$ cat src/rtl/branch_pred_table.sv
// branch_pred_table: direct-mapped branch target buffer with saturating direction counters,
// same-cycle lookup, one-cycle update, and mispredict/lookup statistics.
module branch_pred_table #(
  parameter int ENTRIES  = 16,
  parameter int CTR_BITS = 2
) (
  input  logic        CLK,
  input  logic        nRST,
  input  logic [31:0] fetch_pc,
  output logic        hit,
  output logic        pred_taken,
  output logic [31:0] pred_target,
  input  logic        update_en,
  input  logic [31:0] update_pc,
  input  logic        update_taken,
  input  logic [31:0] update_target,
  input  logic        update_pred,
  input  logic [31:0] update_pred_target,
  output logic        flush,
  output logic [31:0] lookups,
  output logic [31:0] mispredicts
);
  localparam int IDX_W = $clog2(ENTRIES);
  localparam int TAG_W = 30 - IDX_W;
  localparam logic [CTR_BITS-1:0] CTR_MAX  = '1;
  localparam logic [CTR_BITS-1:0] CTR_INIT = CTR_BITS'(1 << (CTR_BITS - 1));
  localparam logic [CTR_BITS-1:0] CTR_RST  = CTR_BITS'((1 << (CTR_BITS - 1)) - 1);
  logic [ENTRIES-1:0] valid_q;
  logic [TAG_W-1:0]    tag_q [ENTRIES];
  logic [29:0]         tgt_q [ENTRIES];
  logic [CTR_BITS-1:0] ctr_q [ENTRIES];
  logic [IDX_W-1:0] f_idx, u_idx;
  logic [TAG_W-1:0] f_tag, u_tag;
  logic             u_hit;
  logic [CTR_BITS-1:0] u_ctr;
  logic             unused_pc_bits;
  assign unused_pc_bits = ^{fetch_pc[1:0], update_pc[1:0], update_target[1:0]};
  always_comb begin
    f_idx       = fetch_pc[IDX_W+1:2];
    f_tag       = fetch_pc[31:IDX_W+2];
    u_idx       = update_pc[IDX_W+1:2];
    u_tag       = update_pc[31:IDX_W+2];
    hit         = valid_q[f_idx] && (tag_q[f_idx] == f_tag);
    pred_taken  = hit && ctr_q[f_idx][CTR_BITS-1];
    pred_target = pred_taken ? {tgt_q[f_idx], 2'b00} : fetch_pc + 32'd4;
    u_hit       = valid_q[u_idx] && (tag_q[u_idx] == u_tag);
    u_ctr       = ctr_q[u_idx];
    flush       = update_en && ((update_taken != update_pred) ||
                                (update_taken && (update_target != update_pred_target)));
  end
  // Hits train the counter in place; taken misses evict whatever shares the index.
  always_ff @(posedge CLK or negedge nRST) begin
    if (!nRST) begin
      valid_q     <= '0;
      lookups     <= '0;
      mispredicts <= '0;
      for (int i = 0; i < ENTRIES; i++) begin
        tag_q[i] <= '0;
        tgt_q[i] <= '0;
        ctr_q[i] <= CTR_RST;
      end
    end else begin
      if (update_en && u_hit) begin
        ctr_q[u_idx] <= update_taken ? ((u_ctr == CTR_MAX) ? u_ctr : u_ctr + 1'b1)
                                     : ((u_ctr == '0) ? u_ctr : u_ctr - 1'b1);
        if (update_taken) tgt_q[u_idx] <= update_target[31:2];
      end else if (update_en && update_taken) begin
        valid_q[u_idx] <= 1'b1;
        tag_q[u_idx]   <= u_tag;
        tgt_q[u_idx]   <= update_target[31:2];
        ctr_q[u_idx]   <= CTR_INIT;
      end
      if (update_en && lookups != '1) lookups <= lookups + 32'd1;
      if (flush && mispredicts != '1) mispredicts <= mispredicts + 32'd1;
    end
  end
endmodule

$ cat config.mk
export PLATFORM = sky130hd
export DESIGN_NAME = branch_pred_table
export DESIGN_NICKNAME = d
export VERILOG_FILES = /design/src/rtl/branch_pred_table.sv
export SDC_FILE = /design/constraint.sdc
export NUM_CORES = 2
export LEC_CHECK = 0
export ABC_AREA = 0
export CAP_MARGIN = 10
export CORE_MARGIN = 8
export CORE_UTILIZATION = 45
export CTS_CLUSTER_DIAMETER = 60
export CTS_CLUSTER_SIZE = 20
export DETAILED_ROUTE_END_ITERATION = 6
export PLACE_DENSITY = 0.64
export SYNTH_ARGS = -nofsm -noshare
export SYNTH_HDL_FRONTEND = slang
export SYNTH_SLANG_ARGS = --single-unit
$ cat constraint.sdc
create_clock -name CLK -period 5.84 [get_ports CLK]
set_input_delay 0.876 -clock CLK [delete_from_list [all_inputs] [get_ports CLK]]
set_output_delay 0.876 -clock CLK [all_outputs]
set_load 0.1 [all_outputs]
; ---- Yosys cells after proc, flatten, opt, wreduce, memory -nomap -nowiden
; Index checks and enable logic that the tools add are counted.
[word_totals]
reg_bits = 1008
input_bits = 133
output_inout_bits = 99
elab_cells = 132
[op_classes]
n_addsub = 5
magnitude_cmp = 6
n_eq_ne = 8
n_mux = 39
n_bitwise = 7
n_reduce_logical = 16
[ops]
columns = operator, n
row1 = 480-bit 2-to-1 mux, 3
row2 = 480-bit bitwise mux, 1
row3 = 416-bit bitwise mux, 1
row4 = 26-bit binary-select mux with 4-bit select, 2
row5 = 26-bit 2-to-1 mux, 5
row6 = 30-bit binary-select mux with 4-bit select, 1
row7 = 30-bit demux with 4-bit select, 1
row8 = 26-bit demux with 4-bit select, 1
row9 = 32-bit 2-to-1 mux, 3
row10 = 30-bit 2-to-1 mux, 3
row11 = 32-bit by 1-bit adder with 32-bit output (second input constant), 2
row12 = 32-bit inequality test (second input constant), 2
row13 = 26-bit == test, 2
row14 = 32-bit by 3-bit adder with 32-bit output (second input constant), 1
row15 = 32-bit bitwise mux, 1
row16 = 32-bit inequality test, 1
row17 = 16-bit OR, 2
row18 = 16-bit bitwise AND, 1
row19 = 2-bit binary-select mux with 4-bit select, 2
row20 = 2-bit 2-to-1 mux, 8
row21 = 16-bit inverter, 1
row22 = 1-bit logical AND, 11
row23 = 5-bit greater-or-equal comparator (second input constant), 2
row24 = 4-bit by 5-bit less-than comparator with 1-bit output (second input constant), 2
row25 = 17 further kinds, 22

; ---- Logic depth before layout (Yosys ltp)
[depth]
ltp_word = 9
ltp_mapped = 16
mapped_depth_nobuf = 9

; ---- Worst setup path after synthesis
; OpenSTA, ideal clock, no wires.
[synth_path]
kind = input -> output
start = input port fetch_pc[3]
end = output port pred_target[2]
arrival_time_ns = 5.490
t_required_ns = 4.964
slack_ns = -0.526
cell_stages = 13
n_path_buf = 6
path_cell_list = buf_2 -> buf_1 -> clkbuf_1 -> buf_2 -> mux2i_1 -> o22ai_1 -> o32ai_1 -> nand4_1 -> nor4_1 -> and3_1 -> clkbuf_1 -> buf_2 -> mux2i_1
[synth_between]
elab_chain_len = 8
word_cells_on_any_way = 16
classes_between = 1 x eq/ne / 12 x mux / 1 x bitwise / 2 x reduce/logical
[synth_rtl]
columns = element, line_no
row1 = "start, declared", 9  ; input logic [31:0] fetch_pc,
row2 = 4-bit inverter with 5-bit output (implied by the code), "43, 44, 45"
row3 = 26-bit binary-select mux with 4-bit select, 43  ; hit = valid_q[f_idx] && (tag_q[f_idx] == f_tag);
row4 = 26-bit 2-to-1 mux (implied by the code) (2 in series), 43
row5 = 26-bit == test, 43
row6 = 1-bit logical AND, 43
row7 = 1-bit logical AND, 44  ; pred_taken = hit && ctr_q[f_idx][CTR_BITS-1];
row8 = 32-bit 2-to-1 mux *, 45  ; pred_target = pred_taken ? {tgt_q[f_idx], 2'b00} : fetch_pc + 32'd4;
row9 = "end, declared", 12  ; output logic [31:0] pred_target,
; Mark *: on every way between the ends. The rest lies on a longest branch, timed or not. The select of a mux whose other input is x is not followed.

; ---- Final worst setup path
[layout_path]
start = input port fetch_pc[4]
end = output port pred_target[12]
; The elaborated chain is that of the path after synthesis.

==> results.py <==
metrics = {
    "run": {
        "maxCapViolations": 0,
    },
    "timing": {
        "hold_viol": 0,
        "fin_crit_ps": 5558,
        "fin_setup_tns_ps": 0,
        "rsz0062_at_grt": "no",
        "period_share_pct": 95.17,
        "maxSlewViolCount": 0,
        "worst_slack_ps": 281.8,
        "slew-limit-headroom_pct": 19.16,
        "skew_ps": 61.45,
        "worst_pin_slew_ps": 1209,
        "max_freq_ghz": 0.1799,
        "setup_viol": 0,
    },
    "floorplanning": {
        "core-area_sq_mm": 0.1162,
        "die_h_microns": 358.3,
        "start_util_pct": 45.38,
        "rows": 125,
        "io_pins": 232,
        "die_x_microns": 358.3,
        "die-area_sq_mm": 0.1284,
    },
    "pwr": {
        "powerDensity_mw_per_mm2": 337.9,
        "peakVddDrop_uv": 437.7,
        "leakagePower_nw": 26.13,
    },
    "final_layout": {
        "final_cells": 5353,
        "mostFrequentLayoutCells": "992 x dfrtp_1, 776 x mux2_2, 336 x mux4_2, 190 x mux2_4, 186 x clkdlybuf4s50_1",
        "drive_gt1_share_pct": 45.72,
        "fill_cells": 9649,
        "areaGrowthSynthToFinish_pct": 15.34,
        "nNetsFinal": 3877,
        "layout_commonest_cell": "dfrtp_1",
    },
    "placed_design": {
        "io_buffer_count": 229,
        "dpl.hpwl_microns": 101400,
        "place_ws_ps": 357.5,
        "gp_congestion": 0.8995,
        "place_inst": 5168,
    },
    "detailed_routing": {
        "vias": 33000,
        "first_pass_iters": 5,
        "wire_per_inst_microns": 29.73,
        "via_per_inst": 6.165,
        "postRouteAntennaNets": 0,
        "drt-initial-drc-count": 2808,
        "drc": 0,
        "routed_wl_microns": 159200,
    },
    "critical_path": {
        "start_kind": "input port",
        "cp_slowest_cell": "a221oi_1",
        "rrSetupSlack_ps": 1670,
        "critPathMaxStageDelay_ps": 590,
        "end_kind": "output port",
        "cp_data_arrival_time_ps": 4680,
        "cp_top_family": "buffers and inverters",
        "critPathRequiredTime_ps": 4960,
        "path_cells": "buf_6 > nor2_1 > a221oi_1 > xor2_1 > nor3_1 > a31oi_1 > nor4_1 > buf_4 > and3_2 > buf_12 > mux2_2 > buf_12",
        "crit_buf_inv": 4,
        "crit_type": "input port to output port",
        "cp_max_fo": 58,
        "path_common_cell": "buf_12",
    },
    "grt": {
        "grt_pass1_vias": 34500,
        "grt_max_degree": 153,
        "track_usage_pct": 24.82,
        "overflow": 0,
        "antenna_found_initial": 14,
        "grt_pass1_wl_microns": 237800,
    },
    "logic_synthesis": {
        "syn_area_sq_mm": 0.05273,
        "syn_avg_cell_area_sq_um": 14.82,
        "yosys.cell_types.count": 81,
        "yosysSeqAreaShare_pct": 47.88,
        "synth-edff-count": 0,
        "syn-num-nets": 3693,
        "yosysWarnings": 0,
        "synth_flop_cell": "dfrtp_1",
        "syn_inst": 3557,
        "synthArstFlopShare_pct": 100.0,
        "ys_ff_latch": 1008,
    },
    "clock_tree": {
        "htreeDepth": 3,
        "insertion_delay_ps": 720,
        "cts_tree": "built",
        "holdBufCountCts": 0,
        "cts-root-buf": "clkbuf_16",
        "numCtsBuffers": 95,
        "clock_path_buffers": 3,
        "cts_setup_buffers": 0,
        "cts_sinks": 1008,
        "cts_resized": 0,
        "path_clk_slew_ps": 70,
    },
    "outcome": {
        "status": "complete, no violations",
    },
    "worst_hold_path": {
        "min_path_type": "input port to asynchronous set/reset pin",
    },
}
==> flip-flops by register name (all words and copies together), names as in the netlist <==
signal / count
tag_q: 416
valid_q: 16
lookups: 32
ctr_q: 32
tgt_q: 480
mispredicts: 32
==> power by group <==
part / switching [W] / internal [W]
sequential: 0.000883 / 0.00829
combinational: 0.00212 / 0.00253
clock: 0.00317 / 0.00355
total: 0.00618 / 0.0144
==> cells by family after synthesis <==
group           Yosys count  synth area share (%)
fa+ha+maj                 4               0.09018
simple gates            394                 4.302
buf+inv                 334                 3.054
xor+xnor                195                 3.239
compound gates          194                 2.622
mux                    1428                 38.82
flops                  1008                 47.88
==> worst register-to-register path, stage by stage, from the launching register on <==
cell and delay [ps]:
dfrtp_1 410, mux4_2 490, o21ai_0 290, a211oi_1 110, a211oi_1 420, buf_4 190, nand4b_1 100, nand4b_1 160
nor4_4 60, buf_4 190, nor3_4 920, buf_12 320, mux2_2 370
==> final cells by class <==
| cell class | instances | area [sq um] | area share (%) |
|---|---|---|---|
| diodes | 6 | 15.01 | 0.02469 |
| clock buffers | 110 | 2535 | 4.168 |
| clock inverters | 69 | 870.8 | 1.432 |
| inverters | 34 | 128.9 | 0.2119 |
| multi-input cells | 2215 | 26010 | 42.77 |
| flip-flops and latches | 1008 | 25240 | 41.51 |
| well taps | 1524 | 1907 | 3.135 |
| repair buffers | 387 | 4103 | 6.746 |
==> final timing paths <==
path | startpoint | end | depth (start not counted)
hold / removal | nRST | lookups[15]$_DFFE_PN0P_ | 1
setup / recovery | fetch_pc[4] | pred_target[12] | 12
max in group asynchronous | nRST | tgt_q[41]$_DFFE_PN0P_ | 2
min in group CLK | ctr_q[2]$_DFFE_PN1P_ | ctr_q[2]$_DFFE_PN1P_ | 2
hold reg to reg | ctr_q[2]$_DFFE_PN1P_ | ctr_q[2]$_DFFE_PN1P_ | 2
setup reg to reg | tag_q[219]$_DFFE_PN0P_ | tag_q[67]$_DFFE_PN0P_ | 12
==> routing by layer <==
layer  track usage [%]  vias up  part of all wire [%]
met4             6.472       12                   2.6
li1                  -    13710                     -
met1             35.39    17790                    44
met2             38.33     1241                    46
met3             5.742      254                   7.9
met5                 0        -                 0.052
==> per-stage QoR <==
stage | util [%] | instance area [sq um] | total power (W) | hold WS (ps)
after floorplan | - | 52740 | 0.01237 | 445.4
after detailed placement | 49.39 | 57400 | 0.01391 | 472.3
final | 52.34 | 60820 | 0.02055 | 114.7
after global routing | 52.33 | 60800 | 0.02139 | 147.2
after CTS | 52.32 | 60800 | 0.02066 | 132.5
after global placement | 49.39 | 57400 | 0.01379 | 466.1
==> synth_stat cells, types with 38 or more instances <==
master / instances / area (sq um)
buf_1: 46 / 172.7
mux2i_1: 123 / 1231
clkbuf_1: 172 / 645.6
mux2_4: 190 / 2853
nor2_1: 55 / 206.5
mux4_2: 336 / 7567
xor2_1: 80 / 700.7
nand2_1: 92 / 345.3
dfrtp_1: 992 / 24820
nand3_1: 42 / 210.2
buf_2: 38 / 190.2
mux2_2: 776 / 8738
xnor2_1: 115 / 1007
No activity file was read; power rests on OpenSTA's default activity.
